$ cat src/rtl/gpu_instr_writer_if.sv
// -----------------------------------------------------------------------------
// gpu_instr_writer_if
//
// Purpose: groups the two buses that gpu_instr_writer sits between.
//   * Producer handshake: in_valid / in_ready / in_data_a / in_data_b.
//     A pair is transferred on a clock edge where in_valid and in_ready are
//     both high.
//   * GPU instruction-FIFO bus: data_a / data_b / wrreg / wrfull.
//     wrreg is a one-cycle write strobe qualifying data_a/data_b.
//     wrfull is the GPU-side back-pressure.
//
// Modports:
//   master : the outside world (producer plus GPU FIFO). Drives in_*, wrfull.
//            Observes in_ready, data_a, data_b, wrreg.
//   slave  : gpu_instr_writer itself.
// -----------------------------------------------------------------------------
interface gpu_instr_writer_if #(
  parameter int DATA_W = 32
);

  logic              in_valid;
  logic              in_ready;
  logic [DATA_W-1:0] in_data_a;
  logic [DATA_W-1:0] in_data_b;

  logic              wrfull;
  logic [DATA_W-1:0] data_a;
  logic [DATA_W-1:0] data_b;
  logic              wrreg;

  modport master (
    output in_valid, in_data_a, in_data_b, wrfull,
    input  in_ready, data_a, data_b, wrreg
  );

  modport slave (
    input  in_valid, in_data_a, in_data_b, wrfull,
    output in_ready, data_a, data_b, wrreg
  );

endinterface

$ cat src/rtl/gpu_instr_writer.sv
// -----------------------------------------------------------------------------
// gpu_instr_writer
//
// Purpose: bridges controller logic to the GPU instruction FIFO.
//   (data_a, data_b) pairs are buffered in an internal FIFO.
//   They are drained to the GPU as single-cycle wrreg pulses.
//   The drain honours wrfull and a minimum idle gap after every write.
//   With FRAME_SYNC=1, draining happens in batches, one per rising edge of
//   screen. Each batch is sized to the occupancy at the moment the batch
//   starts.
//   Every detected screen rising edge also produces a one-cycle
//   reset_pulsecounter pulse.
//
// Ports:
//   clk                 system clock
//   reset               asynchronous active-high reset
//   bus (slave)         producer handshake plus GPU write bus
//                       (see gpu_instr_writer_if)
//   screen              GPU end-of-frame level (asynchronous, synchronised here)
//   reset_pulsecounter  one-cycle pulse per detected frame edge
//   level               current FIFO occupancy, 0..DEPTH
//   overflow            sticky: an offer was made while in_ready was low
//
// Parameters:
//   DATA_W      width of each instruction word
//   DEPTH       FIFO entries; power of two, 2..64
//   MIN_GAP     idle cycles after each wrreg pulse; 0..15
//   FRAME_SYNC  0 = free-running drain, 1 = frame-triggered batches
// -----------------------------------------------------------------------------
module gpu_instr_writer #(
  parameter int DATA_W     = 32,
  parameter int DEPTH      = 8,
  parameter int MIN_GAP    = 1,
  parameter int FRAME_SYNC = 0
) (
  input  logic                   clk,
  input  logic                   reset,
  gpu_instr_writer_if.slave      bus,
  input  logic                   screen,
  output logic                   reset_pulsecounter,
  output logic [$clog2(DEPTH):0] level,
  output logic                   overflow
);

  localparam int AW = $clog2(DEPTH);
  localparam int LW = AW + 1;
  localparam bit FS = (FRAME_SYNC != 0);
  localparam logic [LW-1:0] FULL_LEVEL = LW'(DEPTH);
  localparam logic [LW-1:0] ONE_LEVEL  = LW'(1);
  // gap_cnt counts down to zero, so it is loaded with MIN_GAP-1 on entry to
  // GAP. That gives exactly MIN_GAP cycles spent in GAP.
  localparam logic [3:0]    GAP_LOAD   = (MIN_GAP > 0) ? 4'(MIN_GAP - 1) : 4'd0;

  typedef enum logic [1:0] {
    IDLE       = 2'd0,
    WRITE      = 2'd1,
    GAP        = 2'd2,
    WAIT_FRAME = 2'd3
  } state_t;

  // Storage and pointers.
  logic [2*DATA_W-1:0] mem [DEPTH];
  logic [AW-1:0]       wr_ptr;
  logic [AW-1:0]       rd_ptr;
  logic [2*DATA_W-1:0] head;
  logic                push;
  logic                pop;

  // Frame-edge detection.
  logic                scr_s1;
  logic                scr_s2;
  logic                scr_s3;
  logic                frame_edge;

  // Drain control.
  state_t              state;
  state_t              state_n;
  state_t              rest_state;
  logic [3:0]          gap_cnt;
  logic [3:0]          gap_n;
  logic [LW-1:0]       batch;
  logic [LW-1:0]       batch_n;
  logic                pending;
  logic                pending_n;
  logic                can_write;
  logic                more_now;
  logic                more_after_pop;

  // ---------------------------------------------------------------------------
  // Input side: push into the FIFO.
  // ---------------------------------------------------------------------------
  // in_ready depends only on registered occupancy. A full FIFO therefore
  // refuses a push even when a pop happens in the same cycle.
  assign bus.in_ready = (level < FULL_LEVEL);
  assign push         = bus.in_valid & bus.in_ready;
  assign head         = mem[rd_ptr];

  // The storage array carries no reset.
  // Entries are qualified by level, so stale contents are never observed.
  always_ff @(posedge clk) begin
    if (push) begin
      mem[wr_ptr] <= {bus.in_data_a, bus.in_data_b};
    end
  end

  always_ff @(posedge clk or posedge reset) begin
    if (reset) begin
      wr_ptr   <= '0;
      rd_ptr   <= '0;
      level    <= '0;
      overflow <= 1'b0;
    end else begin
      if (push) begin
        wr_ptr <= wr_ptr + AW'(1);
      end
      if (pop) begin
        rd_ptr <= rd_ptr + AW'(1);
      end
      case ({push, pop})
        2'b10:   level <= level + ONE_LEVEL;
        2'b01:   level <= level - ONE_LEVEL;
        default: level <= level;
      endcase
      if (bus.in_valid && !bus.in_ready) begin
        overflow <= 1'b1;
      end
    end
  end

  // ---------------------------------------------------------------------------
  // Frame edge: 2-flop synchroniser plus one delay flop for edge detection.
  // ---------------------------------------------------------------------------
  always_ff @(posedge clk or posedge reset) begin
    if (reset) begin
      scr_s1             <= 1'b0;
      scr_s2             <= 1'b0;
      scr_s3             <= 1'b0;
      reset_pulsecounter <= 1'b0;
    end else begin
      scr_s1             <= screen;
      scr_s2             <= scr_s1;
      scr_s3             <= scr_s2;
      reset_pulsecounter <= frame_edge;
    end
  end

  assign frame_edge = scr_s2 & ~scr_s3;

  // ---------------------------------------------------------------------------
  // Drain FSM.
  // ---------------------------------------------------------------------------
  // When there is nothing more to write, free-running mode rests in IDLE.
  // Frame-synchronous mode rests in WAIT_FRAME.
  assign rest_state = FS ? WAIT_FRAME : IDLE;

  // In frame mode, only entries counted into the current batch may be
  // written. Later pushes wait for the next frame.
  assign can_write      = (level != '0) && !bus.wrfull && (!FS || (batch != '0));
  assign more_now       = FS ? (batch != '0)      : (level != '0);
  assign more_after_pop = FS ? (batch > ONE_LEVEL) : (level > ONE_LEVEL);

  always_ff @(posedge clk or posedge reset) begin
    if (reset) begin
      state   <= IDLE;
      gap_cnt <= 4'd0;
      batch   <= '0;
      pending <= 1'b0;
    end else begin
      state   <= state_n;
      gap_cnt <= gap_n;
      batch   <= batch_n;
      pending <= pending_n;
    end
  end

  always_comb begin
    state_n   = state;
    gap_n     = gap_cnt;
    batch_n   = batch;
    pending_n = pending;
    pop       = 1'b0;

    // A frame edge that WAIT_FRAME cannot consume right now is remembered.
    // It is a single flag, so several edges during one batch collapse into
    // one follow-up batch.
    if (FS && frame_edge && (state != WAIT_FRAME)) begin
      pending_n = 1'b1;
    end

    case (state)
      IDLE: begin
        if (FS) begin
          state_n = WAIT_FRAME;
        end else if (level != '0) begin
          state_n = WRITE;
        end
      end

      WAIT_FRAME: begin
        if (frame_edge || pending) begin
          batch_n   = level;
          pending_n = 1'b0;
          if (level != '0) begin
            state_n = WRITE;
          end
        end
      end

      WRITE: begin
        if (can_write) begin
          pop = 1'b1;
          if (FS) begin
            batch_n = batch - ONE_LEVEL;
          end
          if (MIN_GAP > 0) begin
            state_n = GAP;
            gap_n   = GAP_LOAD;
          end else if (!more_after_pop) begin
            state_n = rest_state;
          end
        end else if (!more_now) begin
          state_n = rest_state;
        end
      end

      GAP: begin
        if (gap_cnt != 4'd0) begin
          gap_n = gap_cnt - 4'd1;
        end else begin
          state_n = more_now ? WRITE : rest_state;
        end
      end

      default: begin
        state_n = IDLE;
      end
    endcase
  end

  // ---------------------------------------------------------------------------
  // GPU write stage: registered strobe and data.
  // The data words are held until the next write.
  // ---------------------------------------------------------------------------
  always_ff @(posedge clk or posedge reset) begin
    if (reset) begin
      bus.wrreg  <= 1'b0;
      bus.data_a <= '0;
      bus.data_b <= '0;
    end else begin
      bus.wrreg <= pop;
      if (pop) begin
        bus.data_a <= head[2*DATA_W-1:DATA_W];
        bus.data_b <= head[DATA_W-1:0];
      end
    end
  end

endmodule

$ cat src/flat_wrapper.sv
// flat-port wrapper written by rule: the top's interface ports become plain ports
module gpu_instr_writer_flat 
#(
  parameter int DATA_W     = 32,
  parameter int DEPTH      = 8,
  parameter int MIN_GAP    = 1,
  parameter int FRAME_SYNC = 0
)
  (clk, reset, screen, reset_pulsecounter, level, overflow, bus_in_valid, bus_in_data_a, bus_in_data_b, bus_wrfull, bus_in_ready, bus_data_a, bus_data_b, bus_wrreg);
  gpu_instr_writer_if #(.DATA_W(DATA_W)) bus_i ();
  input  logic clk;
  input  logic reset;
  input  logic screen;
  output logic reset_pulsecounter;
  output logic [$clog2(DEPTH):0] level;
  output logic overflow;
  input wire logic [$bits(bus_i.in_valid)-1:0] bus_in_valid;
  input wire logic [$bits(bus_i.in_data_a)-1:0] bus_in_data_a;
  input wire logic [$bits(bus_i.in_data_b)-1:0] bus_in_data_b;
  input wire logic [$bits(bus_i.wrfull)-1:0] bus_wrfull;
  output wire logic [$bits(bus_i.in_ready)-1:0] bus_in_ready;
  output wire logic [$bits(bus_i.data_a)-1:0] bus_data_a;
  output wire logic [$bits(bus_i.data_b)-1:0] bus_data_b;
  output wire logic [$bits(bus_i.wrreg)-1:0] bus_wrreg;
  assign bus_i.in_valid = bus_in_valid;
  assign bus_i.in_data_a = bus_in_data_a;
  assign bus_i.in_data_b = bus_in_data_b;
  assign bus_i.wrfull = bus_wrfull;
  assign bus_in_ready = bus_i.in_ready;
  assign bus_data_a = bus_i.data_a;
  assign bus_data_b = bus_i.data_b;
  assign bus_wrreg = bus_i.wrreg;
  gpu_instr_writer #(.DATA_W(DATA_W), .DEPTH(DEPTH), .MIN_GAP(MIN_GAP), .FRAME_SYNC(FRAME_SYNC)) u_core (.clk(clk), .reset(reset), .bus(bus_i), .screen(screen), .reset_pulsecounter(reset_pulsecounter), .level(level), .overflow(overflow));
endmodule
$ cat config.mk
export PLATFORM = sky130hd
export DESIGN_NAME = gpu_instr_writer_flat
export DESIGN_NICKNAME = d
export VERILOG_FILES = /design/src/rtl/gpu_instr_writer_if.sv /design/src/rtl/gpu_instr_writer.sv /design/src/flat_wrapper.sv
export SDC_FILE = /design/constraint.sdc
export NUM_CORES = 1
export LEC_CHECK = 0
export ABC_AREA = 1
export BUFFER_PORTS_ARGS = -buffer_cell sky130_fd_sc_hd__buf_4
export CORE_UTILIZATION = 55
export DETAILED_ROUTE_END_ITERATION = 10
export GPL_TIMING_DRIVEN = 1
export PLACE_DENSITY = 0.76
export SYNTH_ARGS = -nofsm -noshare
export SYNTH_HDL_FRONTEND = slang
export SYNTH_SLANG_ARGS = --single-unit
$ cat constraint.sdc
create_clock -name clk -period 3.65 [get_ports clk]
set_input_delay 0.73 -clock clk [delete_from_list [all_inputs] [get_ports clk]]
set_output_delay 0.73 -clock clk [all_outputs]
set_load 0.02 [all_outputs]
==> impl_metrics.json <==
{
  "transition_at_the_pin_with_the_smallest_max_transition_slack_ns": 1.05,
  "hold_slack_ns": 0.241,
  "r2r-start": "u_core.rd_ptr[0]",
  "run_status": "complete, no violations",
  "preCtsSetupSlack_ns": 0.956,
  "die_h_um": 209,
  "reg2reg_to": "u_core.bus.data_b[17]",
  "synth_top_area_share_pct": 65.2,
  "final.setup_skew_ns": 0.0172,
  "register_share_of_total_power_pct": 40.9,
  "fmax_mhz": 405,
  "cts.path.max_buffers": 3,
  "critical_path_start_type": "flip-flop",
  "grt_setup_unrepaired": "false",
  "dieArea_um2": 43700,
  "cts_root_buf": "clkbuf_16",
  "synth_seq_area_share_pct": 74.3,
  "hold_end": "u_core.scr_s1",
  "cts.reportedPaths.clkPinSlew_ns": 0.06,
  "netlist_area_um2": 23600,
  "yosys_register_bits": 598,
  "drt.antenna.violating_nets": 0,
  "synth_xor_xnor_area_share_pct": 0.223,
  "largest_net_degree_at_the_start_of_global_routing": 207,
  "netlist_instances": 1925,
  "slew_violations": 0,
  "initial_utilization_pct": 56.0,
  "detailedRoute.firstPassIterationCount": 6,
  "setup.worst_path.end_class": "flip-flop",
  "synthAdderAreaFrac_pct": 0.477,
  "synth.net_count": 2003,
  "finalHoldViolations": 0,
  "max_slew_margin_pct": 30.1,
  "grt_pass1_wl_um": 81700,
  "critical_path_class": "reg2reg",
  "ys_types": 24,
  "h_tree_depth": 2,
  "globalRoute.totalOverflow": 0,
  "grtUsageTotal_pct": 24.3,
  "via_per_inst": 5.70,
  "placement_rows": 75,
  "synth_area_leader_cell": "edfxtp_1",
  "max-cap-violations": 0,
  "fin_tns_setup_ns": 0,
  "ios": 141,
  "drt_iter0_drc": 1533,
  "post_cts.resized_instances": 0,
  "post_synth_main_area_contributors": "edfxtp_1 65%, dfrtp_1 9.1%, nor2_1 6.4%",
  "route.final.wire_length_um": 52200,
  "timing.hold.worst.class": "in2reg",
  "fin_total_pwr_uw": 22200,
  "post-dp-hpwl_um": 27500,
  "dp.cells": 2527,
  "avgRoutedWirePerCell_um": 19.8,
  "dr_total_vias": 15006,
  "critPathRequiredTime_ns": 4.18,
  "final_non_filler_cell_total": 2634,
  "design.final.nets": 2126,
  "path_max_fanout": 75,
  "cts_tree": "done",
  "largest_family_of_logic_cells_by_synthesized_area": "simple AND/OR/NAND/NOR gates",
  "fin_crit_sh_pct": 67.6,
  "postCtsSetupRepairBufs": 0,
  "area_growth_synth_to_finish_pct": 14.8,
  "smallest_setup_slack_after_layout_ns": 1.18,
  "cts.hold.buffers_added": 0,
  "total_net_switching_power_uw": 7780,
  "place.gp.congestion": 0.793,
  "numCtsBuffers": 58,
  "core_area_um2": 42100,
  "fraction_of_final_layout_cells_sized_beyond_drive_strength_1_pct": 13.2,
  "die_x_um": 209,
  "synth_warn": 0,
  "syn_avg_cell_area_um2": 12.3,
  "cts.sink_count": 598,
  "pwr_density_cell_nw_per_um2": 821,
  "leakagePower_uw": 0.0102,
  "sw_frac_of_total_pct": 35.0,
  "antennaDiodeCount": 0,
  "vias_in_the_first_global_route": 15071,
  "hold_path.startpoint": "screen",
  "vdd_ir_drop_max_mv": 0.645,
  "reg2reg_slack_ns": 1.18,
  "worstHoldPathCells": 1,
  "finalWorstPathRequiredPeriod_ns": 2.47,
  "worst-endpoint-arrival_ns": 3.00,
  "register_to_register_path_depth": 8,
  "cell_internal_pwr_uw": 14500,
  "share_comb_of_total_power_pct": 32.2,
  "yosys.area_share.simple_pct": 14.6,
  "grt_antenna_before_repair": 0,
  "synth_compound_area_share_pct": 6.32,
  "insertion_delay_ns": 0.60,
  "setup_viol": 0,
  "synth_mux_area_share_pct": 0,
  "p_clk_share_pct": 26.9,
  "io_buffer_count": 140,
  "post-route-drc-count": 0
}
[critical path, stage by stage, from the launching register on]
cell and delay, ns:
dfrtp_4 0.65, inv_6 0.52, buf_4 0.46, nor2_1 0.08, nor2_1 0.09, o21ai_0 0.11, nand3_1 0.13, nand3_1 0.19
nand2_1 0.10
[synthesized netlist by cell type]
cell      number
a21o_1         1
a21oi_1        1
a31oi_1        1
buf_1         11
buf_2         31
buf_4         10
buf_6         17
clkbuf_1      42
dfrtp_1       86
edfxtp_1     512
ha_1           9
inv_1         88
inv_2          3
nand2_1      234
nand3_1      201
nand3_2        1
nand4_1        5
nor2_1       402
o211ai_1      64
o21ai_0       71
o21ai_1      127
or2_2          2
xnor2_1        2
xor2_1         4
[worst max-delay path by stage]
stage	start	endpoint	slack, ns
after floorplan	u_core.level[3]	u_core.mem[0][0]	-0.69
after global placement	bus_in_valid	u_core.mem[5][44]	1.04
after detailed placement	bus_in_valid	u_core.mem[5][44]	0.96
after CTS	u_core.rd_ptr[0]	u_core.bus.data_b[17]	1.19
after global routing	u_core.rd_ptr[0]	u_core.bus.data_b[17]	0.99
final	u_core.rd_ptr[0]	u_core.bus.data_b[17]	1.18
[flip-flops by register name, indices dropped and copies added (netlist names)]
signal / count
u_core.bus.data_a: 32
u_core.bus.data_b: 32
u_core.bus.wrreg: 1
u_core.gap_cnt: 4
u_core.level: 4
u_core.mem: 512
u_core.overflow: 1
u_core.rd_ptr: 3
u_core.reset_pulsecounter: 1
u_core.scr_s1: 1
u_core.scr_s2: 1
u_core.scr_s3: 1
u_core.state: 2
u_core.wr_ptr: 3
[power groups by stage]
stage                     Clock, µW  Combinational [µW]  Sequential, µW
after floorplan                   0                4600            9550
after global placement            0                6880            9170
after detailed placement          0                7120            9210
after CTS                      6070                7170            9090
after global routing           6330                7930            9180
final                          5990                7160            9090
[kinds of logic (layout without fill, tap and decap cells)]
| logic type | Yosys count | after routing |
|---|---|---|
| and+or+nand+nor | 845 | 845 |
| xor gates and xnor gates | 6 | 6 |
| adders and majority gates | 9 | 9 |
| AOI/OAI and AO/OA | 265 | 265 |
| buffers and inverters | 202 | 372 |
| DFF | 598 | 598 |
[layout make-up]
cell class	instances	area, µm²
clock inverters	27	280
clock buffers	80	1650
repair buffers	174	1410
inverters	91	357
fillers	2962	15100
flip-flops and latches	598	17500
multi-input cells	1125	5170
well taps	539	674
[metal layers]
| layer | track usage [%] | wire length [µm] | vias to the layer above |
|---|---|---|---|
| met1 | 32.7 | 21700 | 7342 |
| met3 | 4.57 | 3900 | 92 |
| met5 | 0 | 0 | - |
| li1 | - | - | 6956 |
| met2 | 40.1 | 25400 | 616 |
| met4 | 7.81 | 1150 | 0 |
[cells in the final DEF, fill, tap and decap left out, types with 5 or more instances in the layout]
cell type | Yosys | layout
edfxtp_1 | 512 | 512
nand4_1 | 5 | 5
clkbuf_1 | 42 | 14
dfrtp_1 | 86 | 83
clkinv_1 | 0 | 11
nor2_1 | 402 | 394
buf_4 | 10 | 166
o211ai_1 | 64 | 64
inv_1 | 88 | 86
bufinv_16 | 0 | 6
o21ai_0 | 71 | 71
clkbuf_8 | 0 | 5
o21ai_1 | 127 | 127
clkinv_2 | 0 | 9
buf_12 | 0 | 8
ha_1 | 9 | 9
nor2_4 | 0 | 8
nand2_1 | 234 | 234
clkbuf_16 | 0 | 61
nand3_1 | 201 | 200
[metrics by stage]
| stage | cell area, µm² | utilization, % |
|---|---|---|
| 2_1_floorplan | 23600 | - |
| 4_1_cts | 27100 | 64.3 |
| 6_report | 27100 | 64.3 |
| 3_5_place_dp | 25200 | 59.7 |
| 3_3_place_gp | 25200 | 59.7 |
| 5_1_grt | 27100 | 64.3 |
Note: power is estimated with default switching activity, not from simulation.
